[src/rtl/router_input_port_if.sv]
// Flit and route-request bundle between a router input port and its environment.
// master = upstream/arbiter side, slave = the input port itself.
interface router_input_port_if #(
  parameter int FlitWidth = 34
);
  logic [FlitWidth-1:0] data_in;
  logic                 data_in_valid;
  logic                 data_in_ready;
  logic [4:0]           request;
  logic [4:0]           grant;
  logic [4:0]           out_ready;
  logic [FlitWidth-1:0] data_out;
  logic [4:0]           data_out_valid;
  logic                 forwarding_head;
  logic                 forwarding_tail;

  modport master (
    output data_in, data_in_valid, grant, out_ready,
    input  data_in_ready, request, data_out, data_out_valid,
           forwarding_head, forwarding_tail
  );

  modport slave (
    input  data_in, data_in_valid, grant, out_ready,
    output data_in_ready, request, data_out, data_out_valid,
           forwarding_head, forwarding_tail
  );
endinterface

[src/rtl/router_input_port.sv]
// NoC router input port: flit FIFO, XY route computation on head flits and
// wormhole forwarding toward the five output-port arbiters.
module router_input_port #(
  parameter int FlitWidth  = 34,
  parameter int Depth      = 4,
  parameter int CoordWidth = 3,
  parameter int DestYLsb   = 26
) (
  input  logic                  clk,
  input  logic                  rst,
  input  logic [CoordWidth-1:0] position_x,
  input  logic [CoordWidth-1:0] position_y,
  router_input_port_if.slave    ifc,
  output logic                  proto_err
);

  localparam int PtrWidth = (Depth > 1) ? $clog2(Depth) : 1;
  localparam int CntWidth = PtrWidth + 1;
  localparam int DestXLsb = DestYLsb - CoordWidth;

  localparam logic [0:0] IDLE   = 1'b0;
  localparam logic [0:0] ACTIVE = 1'b1;

  localparam logic [4:0] PORT_N = 5'b00001;
  localparam logic [4:0] PORT_S = 5'b00010;
  localparam logic [4:0] PORT_W = 5'b00100;
  localparam logic [4:0] PORT_E = 5'b01000;
  localparam logic [4:0] PORT_L = 5'b10000;

  logic [FlitWidth-1:0]  mem_q [Depth];
  logic [PtrWidth-1:0]   wrPtr_q, wrPtr_d;
  logic [PtrWidth-1:0]   rdPtr_q, rdPtr_d;
  logic [CntWidth-1:0]   count_q, count_d;
  logic [0:0]            state_q, state_d;
  logic [4:0]            route_q, route_d;

  logic                  empty;
  logic                  full;
  logic                  push;
  logic                  pop;
  logic                  fwd;
  logic                  drop;
  logic                  headBit;
  logic                  tailBit;
  logic [FlitWidth-1:0]  headFlit;
  logic [CoordWidth-1:0] destX;
  logic [CoordWidth-1:0] destY;
  logic [4:0]            routeComb;
  logic [4:0]            routeSel;

  assign empty = (count_q == '0);
  assign full  = (count_q == CntWidth'(Depth));

  always_comb begin
    headFlit = mem_q[rdPtr_q];
    headBit  = headFlit[FlitWidth-1];
    tailBit  = headFlit[FlitWidth-2];
    destY    = headFlit[DestYLsb +: CoordWidth];
    destX    = headFlit[DestXLsb +: CoordWidth];

    // XY routing: resolve X first, then Y, else deliver locally
    if (destX > position_x) begin
      routeComb = PORT_E;
    end else if (destX < position_x) begin
      routeComb = PORT_W;
    end else if (destY > position_y) begin
      routeComb = PORT_S;
    end else if (destY < position_y) begin
      routeComb = PORT_N;
    end else begin
      routeComb = PORT_L;
    end

    // Mid-packet the locked route is held even across FIFO bubbles
    if (state_q == IDLE) begin
      routeSel = (!empty && headBit) ? routeComb : 5'b00000;
    end else begin
      routeSel = route_q;
    end

    fwd  = !empty && (|(routeSel & ifc.grant & ifc.out_ready));
    drop = (state_q == IDLE) && !empty && !headBit;
    push = ifc.data_in_valid && !full;
    pop  = fwd || drop;
  end

  assign ifc.request         = routeSel;
  assign ifc.data_out        = headFlit;
  assign ifc.data_out_valid  = fwd ? routeSel : 5'b00000;
  assign ifc.forwarding_head = fwd && (state_q == IDLE);
  assign ifc.forwarding_tail = fwd && tailBit;
  assign ifc.data_in_ready   = rst && !full;
  assign proto_err           = drop;

  always_comb begin
    wrPtr_d = push ? wrPtr_q + PtrWidth'(1) : wrPtr_q;
    rdPtr_d = pop  ? rdPtr_q + PtrWidth'(1) : rdPtr_q;
    unique case ({push, pop})
      2'b10:   count_d = count_q + CntWidth'(1);
      2'b01:   count_d = count_q - CntWidth'(1);
      default: count_d = count_q;
    endcase

    state_d = state_q;
    route_d = route_q;
    if (fwd) begin
      if (state_q == IDLE) begin
        if (!tailBit) begin
          state_d = ACTIVE;
          route_d = routeComb;
        end
      end else if (tailBit) begin
        state_d = IDLE;
        route_d = 5'b00000;
      end
    end
  end

  always_ff @(posedge clk or negedge rst) begin
    if (!rst) begin
      wrPtr_q <= '0;
      rdPtr_q <= '0;
      count_q <= '0;
      state_q <= IDLE;
      route_q <= 5'b00000;
    end else begin
      wrPtr_q <= wrPtr_d;
      rdPtr_q <= rdPtr_d;
      count_q <= count_d;
      state_q <= state_d;
      route_q <= route_d;
    end
  end

  // Storage needs no reset: occupancy is tracked by count_q alone
  always_ff @(posedge clk) begin
    if (push) begin
      mem_q[wrPtr_q] <= ifc.data_in;
    end
  end

`ifndef SYNTHESIS
  requestOneHot: assert property (@(posedge clk) disable iff (!rst) $onehot0(ifc.request));
  validOneHot:   assert property (@(posedge clk) disable iff (!rst) $onehot0(ifc.data_out_valid));
  noPopEmpty:    assert property (@(posedge clk) disable iff (!rst) !(pop && empty));
  noPushFull:    assert property (@(posedge clk) disable iff (!rst) !(push && full));
`endif

endmodule

[src/flat_wrapper.sv]
// flat-port wrapper written by rule: the top's interface ports become plain ports
module router_input_port_flat 
#(
  parameter int FlitWidth  = 34,
  parameter int Depth      = 4,
  parameter int CoordWidth = 3,
  parameter int DestYLsb   = 26
)
  (clk, rst, position_x, position_y, proto_err, ifc_data_in, ifc_data_in_valid, ifc_grant, ifc_out_ready, ifc_data_in_ready, ifc_request, ifc_data_out, ifc_data_out_valid, ifc_forwarding_head, ifc_forwarding_tail);
  router_input_port_if #(.FlitWidth(FlitWidth)) ifc_i ();
  input  logic clk;
  input  logic rst;
  input  logic [CoordWidth-1:0] position_x;
  input  logic [CoordWidth-1:0] position_y;
  output logic proto_err;
  input wire logic [$bits(ifc_i.data_in)-1:0] ifc_data_in;
  input wire logic [$bits(ifc_i.data_in_valid)-1:0] ifc_data_in_valid;
  input wire logic [$bits(ifc_i.grant)-1:0] ifc_grant;
  input wire logic [$bits(ifc_i.out_ready)-1:0] ifc_out_ready;
  output wire logic [$bits(ifc_i.data_in_ready)-1:0] ifc_data_in_ready;
  output wire logic [$bits(ifc_i.request)-1:0] ifc_request;
  output wire logic [$bits(ifc_i.data_out)-1:0] ifc_data_out;
  output wire logic [$bits(ifc_i.data_out_valid)-1:0] ifc_data_out_valid;
  output wire logic [$bits(ifc_i.forwarding_head)-1:0] ifc_forwarding_head;
  output wire logic [$bits(ifc_i.forwarding_tail)-1:0] ifc_forwarding_tail;
  assign ifc_i.data_in = ifc_data_in;
  assign ifc_i.data_in_valid = ifc_data_in_valid;
  assign ifc_i.grant = ifc_grant;
  assign ifc_i.out_ready = ifc_out_ready;
  assign ifc_data_in_ready = ifc_i.data_in_ready;
  assign ifc_request = ifc_i.request;
  assign ifc_data_out = ifc_i.data_out;
  assign ifc_data_out_valid = ifc_i.data_out_valid;
  assign ifc_forwarding_head = ifc_i.forwarding_head;
  assign ifc_forwarding_tail = ifc_i.forwarding_tail;
  router_input_port #(.FlitWidth(FlitWidth), .Depth(Depth), .CoordWidth(CoordWidth), .DestYLsb(DestYLsb)) u_core (.clk(clk), .rst(rst), .position_x(position_x), .position_y(position_y), .ifc(ifc_i), .proto_err(proto_err));
endmodule
[config.mk]
export PLATFORM = sky130hd
export DESIGN_NAME = router_input_port_flat
export DESIGN_NICKNAME = d
export VERILOG_FILES = /design/src/rtl/router_input_port_if.sv /design/src/rtl/router_input_port.sv /design/src/flat_wrapper.sv
export SDC_FILE = /design/constraint.sdc
export NUM_CORES = 1
export LEC_CHECK = 0
export CORE_ASPECT_RATIO = 1.2
export CORE_MARGIN = 2
export CORE_UTILIZATION = 45
export DETAILED_ROUTE_END_ITERATION = 6
export GPL_TIMING_DRIVEN = 0
export PLACE_DENSITY_LB_ADDON = 0.05
export SETUP_SLACK_MARGIN = 0.2
export SYNTH_ARGS = -nofsm -noshare
export SYNTH_HDL_FRONTEND = slang
export SYNTH_SLANG_ARGS = --single-unit
[constraint.sdc]
create_clock -name clk -period 11.37 [get_ports clk]
set_input_delay 2.274 -clock clk [delete_from_list [all_inputs] [get_ports clk]]
set_output_delay 2.274 -clock clk [all_outputs]
set_load 0.05 [all_outputs]
# Word-level counts from Yosys, hierarchy flattened
# Memory sizes are Yosys's and may differ from the RTL's.
# Index checks and enable logic that the tools add are counted.
# Widths: inputs -> output; s select.
# word_totals
ramBits,136
rom_bits,0
input_bits,53
n_memories,1
register_bits,13
output_inout_bits,48
latchBits,0
word_cells,52
# memory_table
memory,words,word_bits,rd,rd_clocked_by_memory_dff,wr,line_no,source
u_core.mem_q,4,34,1,0,1,router_input_port.sv:30,logic [FlitWidth-1:0] mem_q [Depth];
# classes
multipliers,0
order_cmp,4
n_reduce_logical,16
n_shift,0
muxes,14
bitwise,3
div_mod_pow,0
add_sub_neg,4
eq_ne,5
# ops
operator,count
$mux 5,10
$and 5x5->5,2
$logic_and 1x1->1,8
$gt 3x3->1,2
$lt 3x3->1,2
$pmux 3 s2,1
$reduce_or 5->1,1
$add 2x1->2 const B,2
$add 3x1->3 const B,1
$eq 3x3->1 const B,1
$logic_not 1->1,3
$logic_not 3->1,1
$mux 1,3
$reduce_and 3->1,1
$sub 3x1->3 const B,1
$eq 2x1->1 const B,1
$eq 2x2->1 const B,1
$ne 2x1->1 const B,1
$ne 2x2->1 const B,1
$reduce_bool 2->1,1
$logic_or 1x1->1,1
$not 1->1,1

# Depth between registers and ports, before layout
# An unclocked memory read counts as a cell.
# depth
depth_word,15
ltp_mapped,16
mapped_depth_nobuf,14

# Least setup slack after synthesis
# OpenSTA, ideal clock, no wires.
# synth_path
kind,input port to output port
startpoint,input position_x[2]
endpoint,output ifc_data_out_valid[2]
required_ps,9096
arrival_time_ps,4979
cell_stages,6
path_slack_ps,4117
cell_sequence,inv_1 > ha_1 > a21oi_1 > nand2_1 > o31ai_1 > nor2b_1
# synth_via
elab_chain_cells,10
elab_cells_between_ends,11
cone_classes,order compare (2); mux (5); bitwise (2); reduce/logical (2)
# synth_lines
element,line_no,source
start: declaration,flat_wrapper.sv:13,input logic [CoordWidth-1:0] position_x;
$lt 3x3->1,router_input_port.sv:64,end else if (destX < position_x) begin
$mux 5,router_input_port.sv:64,
$mux 5 *,router_input_port.sv:62,if (destX > position_x) begin
$mux 5 *,router_input_port.sv:76,routeSel = (!empty && headBit) ? routeComb : 5'b00000;
$mux 5 *,router_input_port.sv:75,if (state_q == IDLE) begin
net ifc_request[2],flat_wrapper.sv:21,output wire logic [$bits(ifc_i.request)-1:0] ifc_request;
$and 5x5->5 (2 in series),router_input_port.sv:81,fwd = !empty && (|(routeSel & ifc.grant & ifc.out_ready));
$reduce_or 5->1,router_input_port.sv:81,
$logic_and 1x1->1,router_input_port.sv:81,
$mux 5 *,router_input_port.sv:89,assign ifc.data_out_valid = fwd ? routeSel : 5'b00000;
end: declaration,flat_wrapper.sv:23,output wire logic [$bits(ifc_i.data_out_valid)-1:0] ifc_data_out_valid;
# The timed path passes the listed nets; every way through them passes the cells marked *.

# Final worst setup path
# layout_path
startpoint,input position_x[1]
endpoint,output ifc_data_out_valid[0]
# layout_via
elab_chain_cells,10
elab_cells_between_ends,11
cone_classes,order compare (2); mux (5); bitwise (2); reduce/logical (2)
# layout_lines
element,line_no
$lt 3x3->1,router_input_port.sv:64
$mux 5,router_input_port.sv:64
$mux 5 *,router_input_port.sv:62
$mux 5 *,router_input_port.sv:76
$mux 5 *,router_input_port.sv:75
$and 5x5->5 (2 in series),router_input_port.sv:81
$reduce_or 5->1,router_input_port.sv:81
$logic_and 1x1->1,router_input_port.sv:81
$mux 5 *,router_input_port.sv:89
# Every way passes the cells marked *; elsewhere a longest branch is shown, timed or not.

==> impl_metrics.py <==
metrics = {
    "critical_path": {
        "path_delay_family": "buffers and inverters",
        "cp.arrival_ns": 5.29,
        "crit_fanout": 10,
        "startpoint": "position_x[1]",
        "crit_chain": "clkdlybuf4s50_1, inv_1, ha_1, and3_1, a211o_1, a211oi_1, o41ai_4, buf_4, nor2b_1, clkdlybuf4s50_1",
        "cp-start-kind": "input pin",
        "crit_slowest_cell": "clkdlybuf4s50_1",
        "crit_path_end_kind": "primary output",
        "crit_type": "input pin to primary output",
        "worst_ep_required_time_ns": 9.10,
        "cpMostUsedCell": "clkdlybuf4s50_1",
        "critPathMaxStageDelay_ns": 0.81,
        "crit_buf_inv": 4,
        "r2r_start": "u_core.rdPtr_q[0]",
    },
    "placed_design": {
        "portBuffers": 100,
        "dpl.hpwl_mm": 7.694,
        "gp_congestion": 0.8103,
        "pre_cts_slack_ns": 3.768,
    },
    "sta": {
        "fmax_mhz": 132.2,
        "setup_violations": 0,
        "clock_skew_ns": 0.004796,
        "rsz0062_at_grt": "no",
        "worst_pin_slew_ns": 0.9483,
        "layout_setup_ws_ns": 3.805,
        "tns_ns": 0,
        "period_minus_slack_ns": 7.565,
        "final.period_utilization_pct": 66.54,
        "finalHoldViolCount": 0,
        "slew_viol_final": 0,
        "slew_headroom_pct": 36.78,
    },
    "route": {
        "routedWlPerCell_um": 18.72,
        "drt_iter0_drc": 129,
        "postRouteAntennaNets": 0,
        "wirelength_mm": 11.44,
        "via_per_inst": 5.219,
        "first_pass_iters": 4,
        "vias": 3189,
        "drc": 0,
    },
    "global_routing": {
        "track_usage_pct": 17.11,
        "grt_pass1_vias": 3370,
        "antenna_found_initial": 0,
        "grt.overflow.total": 0,
        "grt_first_pass_wirelength_mm": 17.54,
        "grt_max_degree": 32,
    },
    "yosys": {
        "synth_most_common_cell": "edfxtp_1",
        "syn_nets": 372,
        "async_flop_share_pct": 8.725,
        "ys_seq_area_share_pct": 73.20,
        "yosys_warnings": 0,
        "ys_seq_elements": 149,
        "synth_ff_type": "edfxtp_1",
        "yosys-top-cells-area": "edfxtp_1 68%, mux4_2 13%, dfrtp_1 5.4%",
        "yosysTopAreaCell": "edfxtp_1",
        "ys_types": 43,
        "syn_inst": 307,
        "synth.avg_cell_area_um2": 19.62,
        "syn-cell-area_mm2": 0.006023,
        "synth.top_cell.area_share_pct": 67.80,
        "synth-edff-count": 136,
        "yosys-top-cells-count": "136 x edfxtp_1, 34 x mux4_2, 14 x inv_1, 14 x nand2_1, 13 x dfrtp_1",
    },
    "outcome": {
        "status": "finished, final reports clean",
    },
    "cells_and_area": {
        "area_delta_synth_final_pct": 31.41,
        "finalNetCount": 495,
        "drive_above_1_share_pct": 18.96,
        "diodes": 0,
    },
    "clock_tree": {
        "cts_tree": "done",
        "clk_latency_ns": 0.41,
        "cts-resized-gates": 0,
        "cts.sinks": 149,
        "clk_pin_slew_ns": 0.06,
        "h-tree-depth": 4,
        "cts_root_buf": "clkbuf_16",
        "cts_buffers": 17,
        "cts_hold_buf": 0,
        "post_cts_buffers": 0,
        "clockBufferDepth": 2,
    },
    "floorplan": {
        "die_width_um": 109.6,
        "start_util_pct": 45.90,
        "core-area_mm2": 0.01312,
        "ioPinCount": 101,
        "die_area_mm2": 0.01433,
        "die_h_um": 130.7,
        "rows": 46,
    },
    "power_and_ir_drop": {
        "p_per_area_mw_per_mm2": 202.0,
        "p_sw_share_pct": 28.39,
        "seq_power_share_pct": 46.3,
        "ir_drop_v": 0.0001486,
        "comb_power_share_pct": 20.5,
        "p_switching_mw": 0.4540,
        "leakage_nw": 2.729,
        "p_int_mw": 1.145,
        "clkPwrFrac_pct": 33.2,
    },
    "min_path": {
        "hold_path_class": "flop to flop",
        "worstHoldStart": "u_core.count_q[2]",
    },
    "flow_run": {
        "cap_violations": 0,
    },
}
==> worst paths after layout <==
kind,to,slack [ns],cells past startpoint
min in group asynchronous,u_core.count_q[1],2.26,1
max in group asynchronous,u_core.state_q,8.69,1
hold reg to reg,u_core.count_q[2],0.54,1
setup reg to reg,u_core.count_q[2],6.84,16
setup / recovery,ifc_data_out_valid[0],3.80,10
hold / removal,u_core.count_q[2],0.54,1
==> layer usage <==
layer / global-route usage, % / part of all wire [%]
met1: 19.66 / 40
met2: 29.34 / 52
met3: 5.258 / 6.6
met4: 7.818 / 1.7
met5: 0 / 0
==> worst register-to-register path: stages, from the launching register on <==
cell and delay, ns:
dfrtp_1 0.34, buf_6 0.16, buf_1 0.62, mux4_2 0.61
ha_1 0.34, and3_1 0.19, a211o_1 0.26, a211oi_1 0.43
o41ai_4 0.20, buf_4 0.21, nand2_1 0.07, ha_1 0.17
inv_1 0.06, fa_1 0.37, xor2_1 0.15, nor2_1 0.10
xor2_1 0.16
==> power groups by stage <==
stage          Combinational [mW]  Clock (mW)  Sequential [mW]
6_report                    0.327       0.532            0.740
5_1_grt                     0.352       0.567            0.750
4_1_cts                     0.334       0.548            0.742
3_5_place_dp                0.333           0            0.752
3_3_place_gp                0.305           0            0.752
2_1_floorplan               0.201           0            0.745
==> through the flow <==
step	instances	utilization, %	instance area, um2	total power [mW]	hold slack [ns]
2_1_floorplan	307	-	6023	0.9459	0.4909
3_3_place_gp	575	55.13	7234	1.057	0.5236
3_5_place_dp	579	55.95	7342	1.085	0.5259
4_1_cts	611	60.32	7915	1.624	0.5434
5_1_grt	611	60.32	7915	1.669	0.5800
6_report	611	60.32	7915	1.599	0.5421
==> logic make-up (layout without fill, tap and decap cells) <==
family | Yosys count | after routing | share of synthesized area [%]
fa+ha+maj | 12 | 12 | 2.617
mux | 36 | 36 | 13.15
buf+inv | 25 | 161 | 1.766
simple gates | 50 | 50 | 4.611
flops | 149 | 149 | 73.20
compound gates | 29 | 29 | 3.781
xor+xnor | 6 | 6 | 0.8726
==> sequential cells by signal, summed over array words and instances (netlist names) <==
name and flops:
u_core.route_q 5, u_core.rdPtr_q 2, u_core.count_q 3, u_core.state_q 1, u_core.mem_q 136, u_core.wrPtr_q 2
==> layout make-up <==
| class | instances | area, um2 |
|---|---|---|
| clock buffer | 17 | 425.4 |
| sequential | 149 | 4409 |
| multi-input combinational | 133 | 1513 |
| clock inverter | 15 | 147.6 |
| timing repair buffer | 104 | 1104 |
| fill | 1000 | 5207 |
| inverter | 14 | 52.55 |
| tap | 168 | 210.2 |
| buffer | 11 | 53.80 |
==> cell usage in the layout (no fill, tap or decap), types with 5 or more instances in the layout <==
cell             count
edfxtp_1           136
dfrtp_1             13
mux4_2              34
buf_1                5
inv_1               14
nor2_1               7
o31ai_1              6
nor2b_1              6
inv_6                5
ha_1                11
clkdlybuf4s50_1    100
clkbuf_16           17
nand3_1              5
nand2_1             14
No activity file was read; power rests on OpenSTA's default activity.
